==> src/rtl/tmrgen_pkg.sv <==
// Shared definitions for the expiry timer family: state encoding and mode constants.
package tmrgen_pkg;

    typedef enum logic {
        ST_IDLE = 1'b0,
        ST_RUN  = 1'b1
    } tmr_state_t;

    localparam logic TMR_PERIODIC = 1'b0;
    localparam logic TMR_ONESHOT  = 1'b1;

endpackage

==> src/rtl/tmrgen_irq.sv <==
// Sticky interrupt flag with overrun detection; reusable by any single-cycle event source.
module tmrgen_irq (
    input  logic clk,
    input  logic rst_n,
    input  logic evt,
    input  logic ack,
    output logic irq,
    output logic ovr
);

    logic irq_reg;
    logic ovr_reg;

    always_ff @(posedge clk) begin
        if (!rst_n) begin
            irq_reg <= 1'b0;
            ovr_reg <= 1'b0;
        end else begin
            // A new event outranks an ack, so an event racing the ack is never lost.
            if (evt)
                irq_reg <= 1'b1;
            else if (ack)
                irq_reg <= 1'b0;

            if (ack)
                ovr_reg <= 1'b0;
            else if (evt && irq_reg)
                ovr_reg <= 1'b1;
        end
    end

    assign irq = irq_reg;
    assign ovr = ovr_reg;

endmodule

==> src/rtl/tmrgen32.sv <==
// Programmable expiry timer: counts inc ticks down from a shadowed period and raises
// a one-cycle evt plus sticky irq/overrun flags on expiry, periodically or once.
module tmrgen32
    import tmrgen_pkg::*;
#(
    parameter int WIDTH = 32
) (
    input  logic             clk,
    input  logic             rst_n,
    input  logic             inc,
    input  logic [WIDTH-1:0] cfg_period,
    input  logic             cfg_mode,
    input  logic             cfg_wr,
    input  logic             ctl_start,
    input  logic             ctl_stop,
    input  logic             irq_ack,
    output logic [WIDTH-1:0] cnt_cur,
    output logic             running,
    output logic             evt,
    output logic             irq,
    output logic             irq_ovr
);

    tmr_state_t       state_reg;
    logic [WIDTH-1:0] cnt_reg;
    logic [WIDTH-1:0] sh_period_reg;
    logic             sh_mode_reg;
    logic             act_mode_reg;
    logic             evt_reg;

    logic [WIDTH-1:0] load_period_next;
    logic             load_mode_next;
    logic             expire;

    // A write in the same cycle as a load passes straight through to the count.
    assign load_period_next = cfg_wr ? cfg_period : sh_period_reg;
    assign load_mode_next   = cfg_wr ? cfg_mode   : sh_mode_reg;

    assign expire = (state_reg == ST_RUN) && inc && !ctl_stop && !ctl_start
                    && (cnt_reg == '0);

    always_ff @(posedge clk) begin
        if (!rst_n) begin
            state_reg     <= ST_IDLE;
            cnt_reg       <= '0;
            sh_period_reg <= '0;
            sh_mode_reg   <= TMR_PERIODIC;
            act_mode_reg  <= TMR_PERIODIC;
            evt_reg       <= 1'b0;
        end else begin
            evt_reg <= expire;

            if (cfg_wr) begin
                sh_period_reg <= cfg_period;
                sh_mode_reg   <= cfg_mode;
            end

            if (ctl_stop) begin
                state_reg <= ST_IDLE;
            end else if (ctl_start) begin
                state_reg    <= ST_RUN;
                cnt_reg      <= load_period_next;
                act_mode_reg <= load_mode_next;
            end else if (state_reg == ST_RUN && inc) begin
                if (cnt_reg != '0) begin
                    cnt_reg <= cnt_reg - WIDTH'(1);
                end else if (act_mode_reg == TMR_ONESHOT) begin
                    state_reg <= ST_IDLE;
                end else begin
                    cnt_reg      <= load_period_next;
                    act_mode_reg <= load_mode_next;
                end
            end
        end
    end

    tmrgen_irq u_irq (
        .clk   (clk),
        .rst_n (rst_n),
        .evt   (expire),
        .ack   (irq_ack),
        .irq   (irq),
        .ovr   (irq_ovr)
    );

    assign cnt_cur = cnt_reg;
    assign running = (state_reg == ST_RUN);
    assign evt     = evt_reg;

endmodule

==> config.mk <==
export PLATFORM = sky130hd
export DESIGN_NAME = tmrgen32
export DESIGN_NICKNAME = d
export VERILOG_FILES = /design/src/rtl/tmrgen_pkg.sv /design/src/rtl/tmrgen_irq.sv /design/src/rtl/tmrgen32.sv
export SDC_FILE = /design/constraint.sdc
export NUM_CORES = 1
export LEC_CHECK = 0
export BUFFER_PORTS_ARGS = -buffer_cell sky130_fd_sc_hd__buf_2
export CAP_MARGIN = 20
export CORE_MARGIN = 2
export CORE_UTILIZATION = 55
export CTS_BUF_LIST = sky130_fd_sc_hd__clkbuf_4 sky130_fd_sc_hd__clkbuf_8
export CTS_CLUSTER_SIZE = 24
export DETAILED_ROUTE_END_ITERATION = 10
export HOLD_SLACK_MARGIN = 0.08
export PLACE_DENSITY = 0.85
export REMOVE_ABC_BUFFERS = 1
export SYNTH_ARGS = -nofsm -noshare
export SYNTH_HDL_FRONTEND = slang
export SYNTH_SLANG_ARGS = --single-unit
==> constraint.sdc <==
create_clock -name clk -period 4.9 [get_ports clk]
set_input_delay 0.735 -clock clk [delete_from_list [all_inputs] [get_ports clk]]
set_output_delay 0.735 -clock clk [all_outputs]
set_load 0.01 [all_outputs]
==> out/qor.txt, run 1 <==
outcome = finished, final reports clean
CP max stage delay = 0.84 ns
post-layout util = 0.677
Worst Clk Skew = 0.0117 ns
Setup Buffers After CTS = 0
Flop pwr share = 0.347
Clock power frac = 0.283
RSZ-0062 raised after global routing = false
DPL Wire Length = 6950 microns
pin count of the biggest net entering global routing = 52
crit-path most repeated cell = or4_1
critical-path cell list = or4_1, or4_1, o31ai_2, buf_4, mux2_2, o21ai_0
ys async rst share = 0
CP bufs+invs = 1
CTS root buf = clkbuf_8
I/O Pins = 76
fmax = 291 MHz
startpoint types = flip-flop
most numerous cell in the Yosys netlist = dfxtp_1
CTS tree = yes
H-Tree Depth = 3
commonest cells in the netlist = dfxtp_1, nor2_1, mux2i_1, nand2_1
CTS buffer count = 9
register area share after synthesis = 0.387
met1 usage in global routing = 0.366
vias in the first global route = 3282
Clock Sinks = 70
layout cells sized above 1 = 0.258
mean area per synthesized cell = 8.85 sq um
post-DR wirelength/cell = 18.4 microns
ANT cells = 0
Via density = 6.58
Initial Util = 0.570
crit-path leading delay family = simple AND/OR/NAND/NOR gates
Comb pwr share = 0.371
Worst Max-Slew Pin Slew = 0.897 ns
design area = 4300 sq um
area grow syn2layout = 18.8%
PD cells = 447 nW/um^2
clock-pin slew on the worst setup and hold paths = 0.07 ns
EDFF count, synth = 0
initial antenna violation count = 0
busiest grt layer = met2
met3 Resource Use GR = 0.0642
synthesized area = 3620 sq um
Slew Viols, Final = 0
die width = 85.1 microns
HP Class = flip-flop to flip-flop
LEAKAGE = 1.85 nW
sw frac = 0.366
top cell type by total area after synthesis = dfxtp_1
All-Layer GR Usage = 0.281
Die H = 85.1 microns
max-cap viol count = 0
Clock Latency Late Sink = 0.36 ns
RePlAce Congestion = 0.892
Placed Area = 4020 sq um
max_slew headroom = 0.398
Net Switching = 0.703 mW
Synth Instances = 409
Setup crit end kind = flip-flop
Tmin final = 3.43 ns
fin crit share = 0.700
die area = 7240 sq um
Synth warnings = 0
#FFs+latches synth = 70
main area contributors after synthesis = dfxtp_1, mux2i_1, a32o_1
slowest stage cell on the critical path = o31ai_2
met2 Track Usage GR = 0.461
crit path max fanout = 12
worst path arrival time = 3.69 ns
routed vias = 3666
Hold Fails Final Rpt = 0
# hold bufs at CTS = 0
number of nets in the layout = 517
cts repair resizes = 0
first-pass GRT wire length = 16300 microns
post-route ant nets = 0
Req. time, crit path = 5.16 ns
row count = 29
number of port buffers = 75
maximum clock path buffer count = 2
Main synth FF type = dfxtp_1
Pint = 1.22 mW
first-pass iteration count of the detailed router = 5
Post-Route Setup TNS = 0 ns
# DRC = 0
Max rail drop VDD = 296 uV
Synth top area share = 0.387
GRT Residual Overflow = 0
Distinct cells, synth = 52
initial DRC count = 377
core area = 6350 sq um
final setup fails = 0
drt total wl = 10200 microns
critical path type = flip-flop to flip-flop
final timing paths:
check                      startpoint                       end  slack (ns)  cells past startpoint
max          cnt_cur[26]$_SDFFE_PN0P_   cnt_cur[1]$_SDFFE_PN0P_        1.47                      6
min          cnt_cur[27]$_SDFFE_PN0P_  cnt_cur[27]$_SDFFE_PN0P_        0.49                      2
max reg2reg  cnt_cur[26]$_SDFFE_PN0P_   cnt_cur[1]$_SDFFE_PN0P_        1.47                      6
min reg2reg  cnt_cur[27]$_SDFFE_PN0P_  cnt_cur[27]$_SDFFE_PN0P_        0.49                      2
worst reg2reg max path, stage by stage (launching register included):
cell     delay (ns)
dfxtp_1        0.35
or4_1          0.66
or4_1          0.69
o31ai_2        0.84
buf_4          0.31
mux2_2         0.34
o21ai_0        0.15
cells by family after synthesis:
family                     after synthesis  share of synthesized area
DFF                                     70                      0.387
buffers and inverters                   35                     0.0449
adders and majority gates                2                    0.00691
AOI/OAI and AO/OA                       95                      0.198
and+or+nand+nor                        163                      0.238
muxes                                   44                      0.126
layer usage:
| layer | wire length, microns | vias up | share of wire |
|---|---|---|---|
| li1 | - | 1703 | - |
| met1 | 4250 | 1737 | 0.42 |
| met2 | 4950 | 205 | 0.48 |
| met3 | 864 | 21 | 0.084 |
| met4 | 174 | 0 | 0.017 |
| met5 | 0 | - | 0 |
cell type report:
cell class | count | area [sq um]
clock buffers | 13 | 173
clock inverters | 3 | 65.1
fillers | 515 | 2050
inverters | 5 | 18.8
multi-input cells | 304 | 2070
flip-flops and latches | 70 | 1400
well taps | 77 | 96.3
repair buffers | 85 | 472
power by group through the flow:
| stage | clock, mW | combinational (mW) | sequential, mW |
|---|---|---|---|
| 2_1_floorplan | 0 | 0.444 | 0.678 |
| 3_3_place_gp | 0 | 0.655 | 0.673 |
| 3_5_place_dp | 0 | 0.671 | 0.676 |
| 4_1_cts | 0.548 | 0.674 | 0.664 |
| 5_1_grt | 0.574 | 0.764 | 0.671 |
| 6_report | 0.543 | 0.712 | 0.666 |
cells in the final DEF (no fill, tap or decap), drive strengths merged, types with 5 or more instances in the layout:
| master | instances |
|---|---|
| nand2 | 26 |
| nand4 | 7 |
| nor3 | 18 |
| a21oi | 10 |
| nor2 | 41 |
| o21ai | 18 |
| clkbuf | 14 |
| inv | 5 |
| or3 | 6 |
| o211ai | 5 |
| mux2i | 33 |
| mux2 | 11 |
| buf | 84 |
| nor4 | 11 |
| nand3 | 16 |
| o22ai | 16 |
| a32o | 15 |
| and2 | 10 |
| or4 | 11 |
| dfxtp | 70 |
per-stage QoR:
step           setup WS [ns]  hold slack (ns)  cells  power [mW]
6_report                1.47            0.493    557        1.92
5_1_grt                 1.25            0.528    557        2.01
4_1_cts                 1.42            0.489    554        1.89
3_5_place_dp            1.47            0.477    538        1.35
3_3_place_gp            1.54            0.470    538        1.33
2_1_floorplan           1.38            0.450    379        1.12
(Power assumes the default switching activity.)
==> run 2: changes to the inputs <==
clock period = 3.48 ns   (was 4.9 ns; I/O delays follow)
==> run 2 against run 1 <==
- global-route usage grew 1.2 points
- clock power grew 17%
- design area shrank 0.23%
- register-to-register slack lost 1.0 ns
- via count grew 0.38%
- sequential share of layout area grew 0.076 points
- first-iteration DRC count shrank 29%
- hold slack lost 0.10 ns
- wire length grew 1.5%
- core utilization shrank 0.16 points
- final cell count grew 1.3%
- largest power group unchanged
- critical path type unchanged
==> out/qor.txt, run 2 (synthesis gave the netlist of run 1 again) <==
outcome = finished, final reports clean
CTS tree = yes
max_slew headroom = 0.527
critical-path cell list = or4_1, or4_1, o41a_1, nand2_1, o221ai_1
worst flop-to-flop path endpoint = cnt_cur[23]$_SDFFE_PN0P_
clock-pin slew on the worst setup and hold paths = 0.07 ns
Max rail drop VDD = 357 uV
RePlAce Congestion = 0.951
fin crit share = 0.876
HP Class = input port to flip-flop
pin count of the biggest net entering global routing = 31
number of port buffers = 75
CTS buffer count = 9
Setup crit end kind = flip-flop
ANT cells = 0
CTS root buf = clkbuf_8
startpoint types = flip-flop
Setup Buffers After CTS = 0
H-Tree Depth = 3
layout cells sized above 1 = 0.269
cts repair resizes = 0
I/O Pins = 76
# hold bufs at CTS = 0
Post-Route Setup TNS = 0 ns
design area = 4290 sq um
Placed Area = 4110 sq um
worst flop-to-flop path startpoint = cnt_cur[26]$_SDFFE_PN0P_
commonest non-fill, non-tap cells in the layout = buf_2, dfxtp_1, nor2_1, mux2i_1, nand2_1
final setup fails = 0
CP bufs+invs = 0
routed vias = 3680
LEAKAGE = 1.86 nW
first-pass GRT wire length = 16900 microns
crit-path leading delay family = simple AND/OR/NAND/NOR gates
crit path from = cnt_cur[26]$_SDFFE_PN0P_
max-cap viol count = 0
number of nets in the layout = 526
PD cells = 608 nW/um^2
area grow syn2layout = 18.6%
Worst Max-Slew Pin Slew = 0.703 ns
CP max stage delay = 0.68 ns
post-route ant nets = 0
initial antenna violation count = 0
core area = 6350 sq um
slowest stage cell on the critical path = or4_1
final setup margin = 0.430 ns
fmax = 328 MHz
Hold Fails Final Rpt = 0
Clock Sinks = 70
initial DRC count = 266
vias in the first global route = 3355
Clock Latency Late Sink = 0.35 ns
CP endpoint = cnt_cur[23]$_SDFFE_PN0P_
post-DR wirelength/cell = 18.4 microns
first-pass iteration count of the detailed router = 5
# DRC = 0
worst path arrival time = 3.26 ns
Initial Util = 0.570
R2R cell count = 5
crit path max fanout = 15
Crit. path cell count = 5
All-Layer GR Usage = 0.293
maximum clock path buffer count = 2
RSZ-0062 raised after global routing = false
Req. time, crit path = 3.69 ns
commonest non-fill, non-tap cell in the layout = buf_2
R2R Setup Slk = 0.43 ns
crit-path most repeated cell = or4_1
Worst Clk Skew = 0.00592 ns
die area = 7240 sq um
Slew Viols, Final = 0
row count = 29
Setup WS pre-CTS = 0.495 ns
GRT Residual Overflow = 0
drt total wl = 10400 microns
Tmin final = 3.05 ns
Die H = 85.1 microns
die width = 85.1 microns
Via density = 6.52
critical path type = flip-flop to flip-flop
DPL Wire Length = 7170 microns
run 2: cell count changes in the layout (fill, tap and decap cells not counted), sizes merged:
cell / before / now
clkbuf: 14 / 12
bufinv: 2 / 1
buf: 84 / 94
run 2: how the worst min path moves through the flow:
stage,start,end,slack (ns),depth (start not counted)
floorplan,sh_mode_reg$_SDFF_PN0_,sh_mode_reg$_SDFF_PN0_,0.45,2
global placement,cnt_cur[27]$_SDFFE_PN0P_,cnt_cur[27]$_SDFFE_PN0P_,0.47,2
detailed placement,cnt_cur[27]$_SDFFE_PN0P_,cnt_cur[27]$_SDFFE_PN0P_,0.48,2
CTS,ctl_stop,running$_SDFFE_PP0P_,0.38,2
global route,ctl_stop,running$_SDFFE_PP0P_,0.39,2
finish,ctl_stop,running$_SDFFE_PP0P_,0.39,2
run 2: final cells by class:
cell class,instances,area [sq um]
repair buffers,94,518
clock buffers,12,146
fillers,532,2060
inverters,5,18.8
clock inverters,2,35.0
flip-flops and latches,70,1400
multi-input cells,304,2070
well taps,77,96.3
run 2: routing by layer:
layer	up-vias	track usage	wire, microns
met5	-	0	0
met4	0	0.126	238
met3	23	0.0525	898
met2	194	0.460	5020
met1	1748	0.395	4240
li1	1715	-	-
run 2: power by group:
group,internal [mW],switching [mW],leakage (nW)
Combinational,0.408,0.631,1.19
Sequential,0.866,0.0665,0.574
Clock,0.346,0.289,0.0966
Total,1.62,0.987,1.86
run 2: through the flow:
stage	total power, mW	instances	hold WS [ns]	utilization
3_5_place_dp	1.96	550	0.479	0.647
4_1_cts	2.59	564	0.385	0.676
2_1_floorplan	1.58	379	0.450	-
5_1_grt	2.74	564	0.391	0.676
3_3_place_gp	1.94	550	0.468	0.647
6_report	2.61	564	0.388	0.676
